===== config.mk =====
export PLATFORM = sky130hd
export DESIGN_NAME = sflash_ctrl
export DESIGN_NICKNAME = d
export VERILOG_FILES = /design/src/rtl/sflash_ctrl.sv
export SDC_FILE = /design/constraint.sdc
export NUM_CORES = 1
export LEC_CHECK = 0
export CELL_PAD_IN_SITES_DETAIL_PLACEMENT = 0
export CELL_PAD_IN_SITES_GLOBAL_PLACEMENT = 2
export CORE_ASPECT_RATIO = 1.25
export CORE_MARGIN = 2
export CORE_UTILIZATION = 34
export CTS_CLUSTER_DIAMETER = 30
export DETAILED_ROUTE_END_ITERATION = 8
export PLACE_DENSITY = 0.75
export SLEW_MARGIN = 10
export SYNTH_ARGS = -nofsm -noshare
export SYNTH_HDL_FRONTEND = slang
export SYNTH_SLANG_ARGS = --single-unit

===== constraint.sdc =====
create_clock -name clk -period 2.7 [get_ports clk]
set_input_delay 0.675 -clock clk [delete_from_list [all_inputs] [get_ports clk]]
set_output_delay 0.675 -clock clk [all_outputs]
set_load 0.02 [all_outputs]

===== src/rtl/sflash_ctrl.sv =====
// sflash_ctrl: byte-oriented serial-flash master (single / dual / quad).
// One host byte per wr strobe. Each byte is shifted out MSB-first on qdo
// and the same number of beats is shifted in from qdi. sclk idles high
// (SPI mode 3). Pad data is sampled at each beat-start falling edge.
// Optional feature macro: SFLASH_QUAD_EN enables dual/quad formats 4-7.
// Without it, formats 4-7 act as format 2 and only the 1-bit shifter exists.
module sflash_ctrl (
  input  logic       clk,
  input  logic       arstn,
  output logic       ready,
  input  logic       wr,
  input  logic       who,
  input  logic [7:0] din,
  input  logic [2:0] format,
  input  logic [3:0] prescale,
  output logic [7:0] dout,
  output logic       sclk,
  output logic       cs_n,
  input  logic [3:0] qdi,
  output logic [3:0] qdo,
  output logic [3:0] oe
);

  typedef enum logic [2:0] {
    ST_IDLE,   // waiting for wr
    ST_START,  // decide: deselect, open frame, or first beat
    ST_DESEL,  // cs_n high for 2P on requester change
    ST_SETUP,  // cs_n low, sclk high for P before first beat
    ST_LOW,    // sclk low phase of a beat
    ST_HIGH,   // sclk high phase of a beat
    ST_TAIL    // cs_n released, 2P before ready
  } state_t;

  state_t     state, state_nx;
  logic [4:0] cnt, cnt_nx;
  logic [3:0] beat;
  logic       owner;

  // Byte context captured with wr; data path, so no reset needed.
  logic [7:0] tx, rx;
  logic [2:0] fmt_l;
  logic [3:0] pre_l;
  logic       who_l;

  logic [4:0] p_m1, two_p_m1;
  logic       hold;
  logic [3:0] oe_val, last_beat;
  logic [3:0] tx_bits;
  logic [7:0] tx_shift, rx_shift;

  logic do_latch, do_desel, do_open, do_fall, do_rise, do_end, do_done;

  // Half period P = prescale+1, so P-1 = prescale and 2P-1 = 2*prescale+1.
  assign p_m1     = {1'b0, pre_l};
  assign two_p_m1 = {pre_l, 1'b1};
  assign hold     = fmt_l[2] | fmt_l[1];

`ifdef SFLASH_QUAD_EN
  logic [1:0] mode;  // 0 single, 1 dual, 2 quad

  // Decode latched format into lane width, pad enables and beat count.
  always_comb begin
    mode      = 2'd0;
    oe_val    = 4'b0001;
    last_beat = 4'd8;
    case (fmt_l)
      3'd4: begin mode = 2'd1; oe_val = 4'b0011; last_beat = 4'd4; end
      3'd5: begin mode = 2'd1; oe_val = 4'b0000; last_beat = 4'd4; end
      3'd6: begin mode = 2'd2; oe_val = 4'b1111; last_beat = 4'd2; end
      3'd7: begin mode = 2'd2; oe_val = 4'b0000; last_beat = 4'd2; end
      default: ;
    endcase
  end

  // Per-beat bits to drive and next shift-register values for each width.
  always_comb begin
    tx_bits  = {3'b000, tx[7]};
    tx_shift = {tx[6:0], 1'b0};
    rx_shift = {rx[6:0], qdi[1]};
    case (mode)
      2'd1: begin
        tx_bits  = {2'b00, tx[7:6]};
        tx_shift = {tx[5:0], 2'b00};
        rx_shift = {rx[5:0], qdi[1:0]};
      end
      2'd2: begin
        tx_bits  = tx[7:4];
        tx_shift = {tx[3:0], 4'b0000};
        rx_shift = {rx[3:0], qdi};
      end
      default: ;
    endcase
  end
`else
  logic unused_bits;

  assign oe_val      = 4'b0001;
  assign last_beat   = 4'd8;
  assign unused_bits = ^{qdi[3:2], qdi[0], fmt_l[0]};

  // Single-lane shifter only: one bit out on qdo[0], one bit in from qdi[1].
  always_comb begin
    tx_bits  = {3'b000, tx[7]};
    tx_shift = {tx[6:0], 1'b0};
    rx_shift = {rx[6:0], qdi[1]};
  end
`endif

  // State and phase-counter register.
  always_ff @(posedge clk or negedge arstn) begin
    if (!arstn) begin
      state <= ST_IDLE;
      cnt   <= 5'd0;
    end else begin
      state <= state_nx;
      cnt   <= cnt_nx;
    end
  end

  // Next-state logic and one-cycle action strobes for the register blocks.
  always_comb begin
    state_nx = state;
    cnt_nx   = cnt;
    do_latch = 1'b0;
    do_desel = 1'b0;
    do_open  = 1'b0;
    do_fall  = 1'b0;
    do_rise  = 1'b0;
    do_end   = 1'b0;
    do_done  = 1'b0;
    case (state)
      ST_IDLE: begin
        if (wr) begin
          do_latch = 1'b1;
          state_nx = ST_START;
        end
      end
      ST_START: begin
        if (!cs_n && (who_l != owner)) begin
          do_desel = 1'b1;
          cnt_nx   = two_p_m1;
          state_nx = ST_DESEL;
        end else if (cs_n) begin
          do_open  = 1'b1;
          cnt_nx   = p_m1;
          state_nx = ST_SETUP;
        end else begin
          do_fall  = 1'b1;
          cnt_nx   = p_m1;
          state_nx = ST_LOW;
        end
      end
      ST_DESEL: begin
        if (cnt == 5'd0) begin
          do_open  = 1'b1;
          cnt_nx   = p_m1;
          state_nx = ST_SETUP;
        end else begin
          cnt_nx = cnt - 5'd1;
        end
      end
      ST_SETUP: begin
        if (cnt == 5'd0) begin
          do_fall  = 1'b1;
          cnt_nx   = p_m1;
          state_nx = ST_LOW;
        end else begin
          cnt_nx = cnt - 5'd1;
        end
      end
      ST_LOW: begin
        if (cnt == 5'd0) begin
          do_rise  = 1'b1;
          cnt_nx   = p_m1;
          state_nx = ST_HIGH;
        end else begin
          cnt_nx = cnt - 5'd1;
        end
      end
      ST_HIGH: begin
        if (cnt == 5'd0) begin
          if (beat == last_beat) begin
            do_end = 1'b1;
            if (hold) begin
              state_nx = ST_IDLE;
            end else begin
              cnt_nx   = two_p_m1;
              state_nx = ST_TAIL;
            end
          end else begin
            do_fall  = 1'b1;
            cnt_nx   = p_m1;
            state_nx = ST_LOW;
          end
        end else begin
          cnt_nx = cnt - 5'd1;
        end
      end
      ST_TAIL: begin
        if (cnt == 5'd0) begin
          do_done  = 1'b1;
          state_nx = ST_IDLE;
        end else begin
          cnt_nx = cnt - 5'd1;
        end
      end
      default: state_nx = ST_IDLE;
    endcase
  end

  // Latch the byte context on wr and shift both directions on each fall.
  always_ff @(posedge clk) begin
    if (do_latch) begin
      tx    <= din;
      fmt_l <= format;
      pre_l <= prescale;
      who_l <= who;
    end else if (do_fall) begin
      tx <= tx_shift;
      rx <= rx_shift;
    end
  end

  // Pad-facing outputs, handshake and frame ownership.
  always_ff @(posedge clk or negedge arstn) begin
    if (!arstn) begin
      ready <= 1'b1;
      dout  <= 8'h00;
      sclk  <= 1'b1;
      cs_n  <= 1'b1;
      qdo   <= 4'h0;
      oe    <= 4'h0;
      owner <= 1'b0;
      beat  <= 4'd0;
    end else begin
      if (do_latch) ready <= 1'b0;
      if (do_desel) cs_n <= 1'b1;
      if (do_open) begin
        cs_n  <= 1'b0;
        owner <= who_l;
      end
      if (do_fall) begin
        sclk <= 1'b0;
        qdo  <= tx_bits;
        oe   <= oe_val;
        beat <= beat + 4'd1;
      end
      if (do_rise) sclk <= 1'b1;
      if (do_end) begin
        qdo  <= 4'h0;
        dout <= rx;
        beat <= 4'd0;
        if (hold) begin
          ready <= 1'b1;
        end else begin
          cs_n <= 1'b1;
          oe   <= 4'h0;
        end
      end
      if (do_done) ready <= 1'b1;
    end
  end

endmodule


==> flow_metrics.env <==
export IMPL_port_buffers=34
export IMPL_power_internal_uw=1860
export IMPL_post_route_period_util_pct=89.8
export IMPL_leakagePower_uw=0.00122
export IMPL_layout_min_cycle_time_ps=2430
export IMPL_power_frac_comb_pct=40.8
export IMPL_synthAdderAreaFrac_pct=1.53
export IMPL_rrSetupSlack_ps=270
export IMPL_cts_setup_buffers=0
export IMPL_clock_sinks=52
export IMPL_status="complete, no violations"
export IMPL_async_reset_ff_share_pct=55.8
export IMPL_synth_xor_area_share_pct=2.15
export IMPL_routabilityCongestion=0.772
export IMPL_grt_overflow=0
export IMPL_hold_viol_final=0
export IMPL_ant_nets=0
export IMPL_finalSetupViolations=0
export IMPL_cts_resized=0
export IMPL_ios=42
export IMPL_rr_worst_depth=8
export IMPL_hp_class="flip-flop to flip-flop"
export IMPL_num_rows=34
export IMPL_swShare_pct=37.8
export IMPL_syn_cell_area_um2=2450
export IMPL_drive_gt1_share_pct=14.1
export IMPL_syn_area_per_cell_um2=11.1
export IMPL_drc_errors=0
export IMPL_drtIter0Drc=51
export IMPL_worstHoldStart="rx[1]$_DFFE_PP_"
export IMPL_critPathRequiredTime_ps=2930
export IMPL_coreArea_um2=6980
export IMPL_grtUsageTotal_pct=14.3
export IMPL_p_clk_share_pct=14.9
export IMPL_synth_mux_area_share_pct=4.55
export IMPL_clockBufferDepth=2
export IMPL_final_max_slew_viol_count=0
export IMPL_dieWidth_um=79.9
export IMPL_grt_pass1_vias=1788
export IMPL_seqPwrFrac_pct=44.3
export IMPL_critPathCaptureType="flip-flop"
export IMPL_reg2reg_to="cnt[1]$_DFFE_PN0P_"
export IMPL_wl_per_cell_um=14.6
export IMPL_synthCells=221
export IMPL_fin_nets=288
export IMPL_ys_seq_elements=52
export IMPL_power_switching_uw=1130
export IMPL_max_vdd_ir_drop_v=0.000464
export IMPL_fmaxAchievable_ghz=0.412
export IMPL_start_util_pct=35.1
export IMPL_drt_total_wl_mm=5.16
export IMPL_min_path_cells=0
export IMPL_root_buffer="clkbuf_8"
export IMPL_dieArea_um2=7900
export IMPL_start_kind="flip-flop"
export IMPL_finalPower_uw=2990
export IMPL_min_to="rx[2]$_DFFE_PP_"
export IMPL_rsz0062_at_grt="false"
export IMPL_drt_first_pass_iters=4
export IMPL_path_class="flip-flop to flip-flop"
export IMPL_ys_seq_area_share_pct=58.0
export IMPL_die_h_um=98.9
export IMPL_worstMarginPinSlew_ps=642
export IMPL_instances_no_fill=353
export IMPL_synth_simple_area_share_pct=17.5
export IMPL_synth_cell_types=51
export IMPL_dp_cells=345
export IMPL_clk_pin_slew_worst_paths_ps=100
export IMPL_grt_pass1_wl_mm=8.79
export IMPL_cts_hold_buf=0
export IMPL_vias=1768
export IMPL_cp_max_fo=8
export IMPL_max_slew_margin_pct=57.2
export IMPL_ys_warn_count=0
export IMPL_synth_compound_area_share_pct=12.4
export IMPL_r2r_start="cnt[0]$_DFFE_PN0P_"
export IMPL_maxCapViolCount=0
export IMPL_hpwl_mm=3.80
export IMPL_areaGrowthSynthToFinish_pct=23.5
export IMPL_synth_top_family_by_area="simple AND/OR/NAND/NOR gates"
export IMPL_diodes=0
export IMPL_antenna_found_initial=0
export IMPL_htree_levels=2
export IMPL_clock_skew_ps=9.68
export IMPL_fin_setup_tns_ps=0
export IMPL_grt_max_degree=30
export IMPL_crit_arrival_ps=2660
export IMPL_viasPerCell=5.01
export IMPL_synth_edf_count=23
export IMPL_cts_buffers=5
export IMPL_cts_tree="yes"
export IMPL_ys_flop_type="dfrtp_1"
export IMPL_p_per_area_nw_per_um2=989
export IMPL_clkLatencyLatePin_ps=310
critical path: stages, from the launching register on:
cell	delay, ps
dfrtp_1	430
inv_1	80
ha_1	220
or4b_1	560
buf_4	200
nor3_1	330
a31o_2	300
a21oi_1	60
a22oi_1	160
cells in the mapped netlist, drive strengths merged, types with 2 or more instances:
cell type / n / area, um^2
buf: 8 / 46.3
o22ai: 2 / 12.5
dfstp: 3 / 78.8
nor2b: 4 / 25.0
nand2b: 3 / 18.8
nand3b: 3 / 22.5
nand3: 4 / 20.0
or3: 2 / 12.5
dfrtp: 26 / 651
and3: 4 / 25.0
a31oi: 3 / 18.8
nand4: 2 / 12.5
nor3: 5 / 25.0
o21ai: 14 / 70.1
xnor2: 5 / 43.8
clkbuf: 4 / 15.0
edfxtp: 23 / 691
nor3b: 2 / 15.0
ha: 3 / 37.5
a221oi: 3 / 26.3
a21o: 2 / 15.0
nand2: 39 / 146
nor4b: 2 / 38.8
nor2: 11 / 41.3
a21oi: 5 / 25.0
mux2: 9 / 101
inv: 8 / 32.5
o31ai: 5 / 42.5
cell families after synthesis:
| kind of cell | Yosys count |
|---|---|
| multiplexers | 10 |
| XOR/XNOR | 6 |
| other | 1 |
| AND/OR/NAND/NOR | 84 |
| AO/OA/AOI/OAI | 45 |
| flip-flops | 52 |
| adder cells (fa/ha/maj) | 3 |
| buffers and inverters | 20 |
stage by stage:
stage          cell area, um^2  setup slack [ps]  hold slack [ps]  utilization (%)
3_3_place_gp              2940               283              428             42.1
5_1_grt                   3030              35.4              477             43.4
3_5_place_dp              2940               271              436             42.1
4_1_cts                   3030               239              459             43.4
6_report                  3030               274              459             43.4
2_1_floorplan             2460               537              379                -
area by class of cell:
type	instances	area [um^2]
Tap cell	90	113
Clock buffer	5	68.8
Fill cell	718	3950
Clock inverter	3	21.3
Sequential cell	52	1420
Inverter	8	32.5
Timing Repair Buffer	44	428
Multi-Input combinational cell	151	943
power by group through the flow:
stage	clock network [uW]	registers (uW)	logic, uW
floorplan	0	1270	887
global placement	0	1340	1220
detailed placement	0	1340	1230
CTS	469	1330	1230
global route	504	1370	1370
finish	444	1330	1220
state kept, by name, summed over array words and instances (netlist names):
register and count:
dout 8, rx 8, tx 8, cnt 5, beat 4, oe 4, pre_l 4, state 3
fmt_l 2, cs_n 1, owner 1, qdo 1, ready 1, sclk 1, who_l 1
how the worst max path moves through the flow:
stage                                  start                   to  slack [ps]  cells past startpoint
final                     cnt[0]$_DFFE_PN0P_   cnt[1]$_DFFE_PN0P_         270                      8
after global routing      cnt[0]$_DFFE_PN0P_   cnt[3]$_DFFE_PN0P_          40                      9
after CTS                 cnt[0]$_DFFE_PN0P_  beat[0]$_DFFE_PN0P_         240                      7
after detailed placement  cnt[0]$_DFFE_PN0P_  beat[0]$_DFFE_PN0P_         270                      7
after global placement    cnt[0]$_DFFE_PN0P_  beat[0]$_DFFE_PN0P_         280                      7
after floorplan           cnt[0]$_DFFE_PN0P_  tx[0]$_SDFFCE_PN0P_         540                      7
routing by layer:
layer	vias up	global-route usage (%)	part of all wire [%]
met5	-	0	0
met4	0	5.08	2.1
met3	7	3.21	3.7
met2	33	24.6	51
met1	854	17.4	43
li1	874	-	-
cells in the final DEF (no fill, tap or decap), drive strengths merged, types with 9 or more instances in the layout:
cell	netlist	final
nand2	39	39
nor2	11	11
mux2	9	9
dfrtp	26	26
o21ai	14	14
inv	8	9
edfxtp	23	23
clkdlybuf4s50	0	34
buf	8	10
Note: power is estimated with default switching activity, not from simulation.
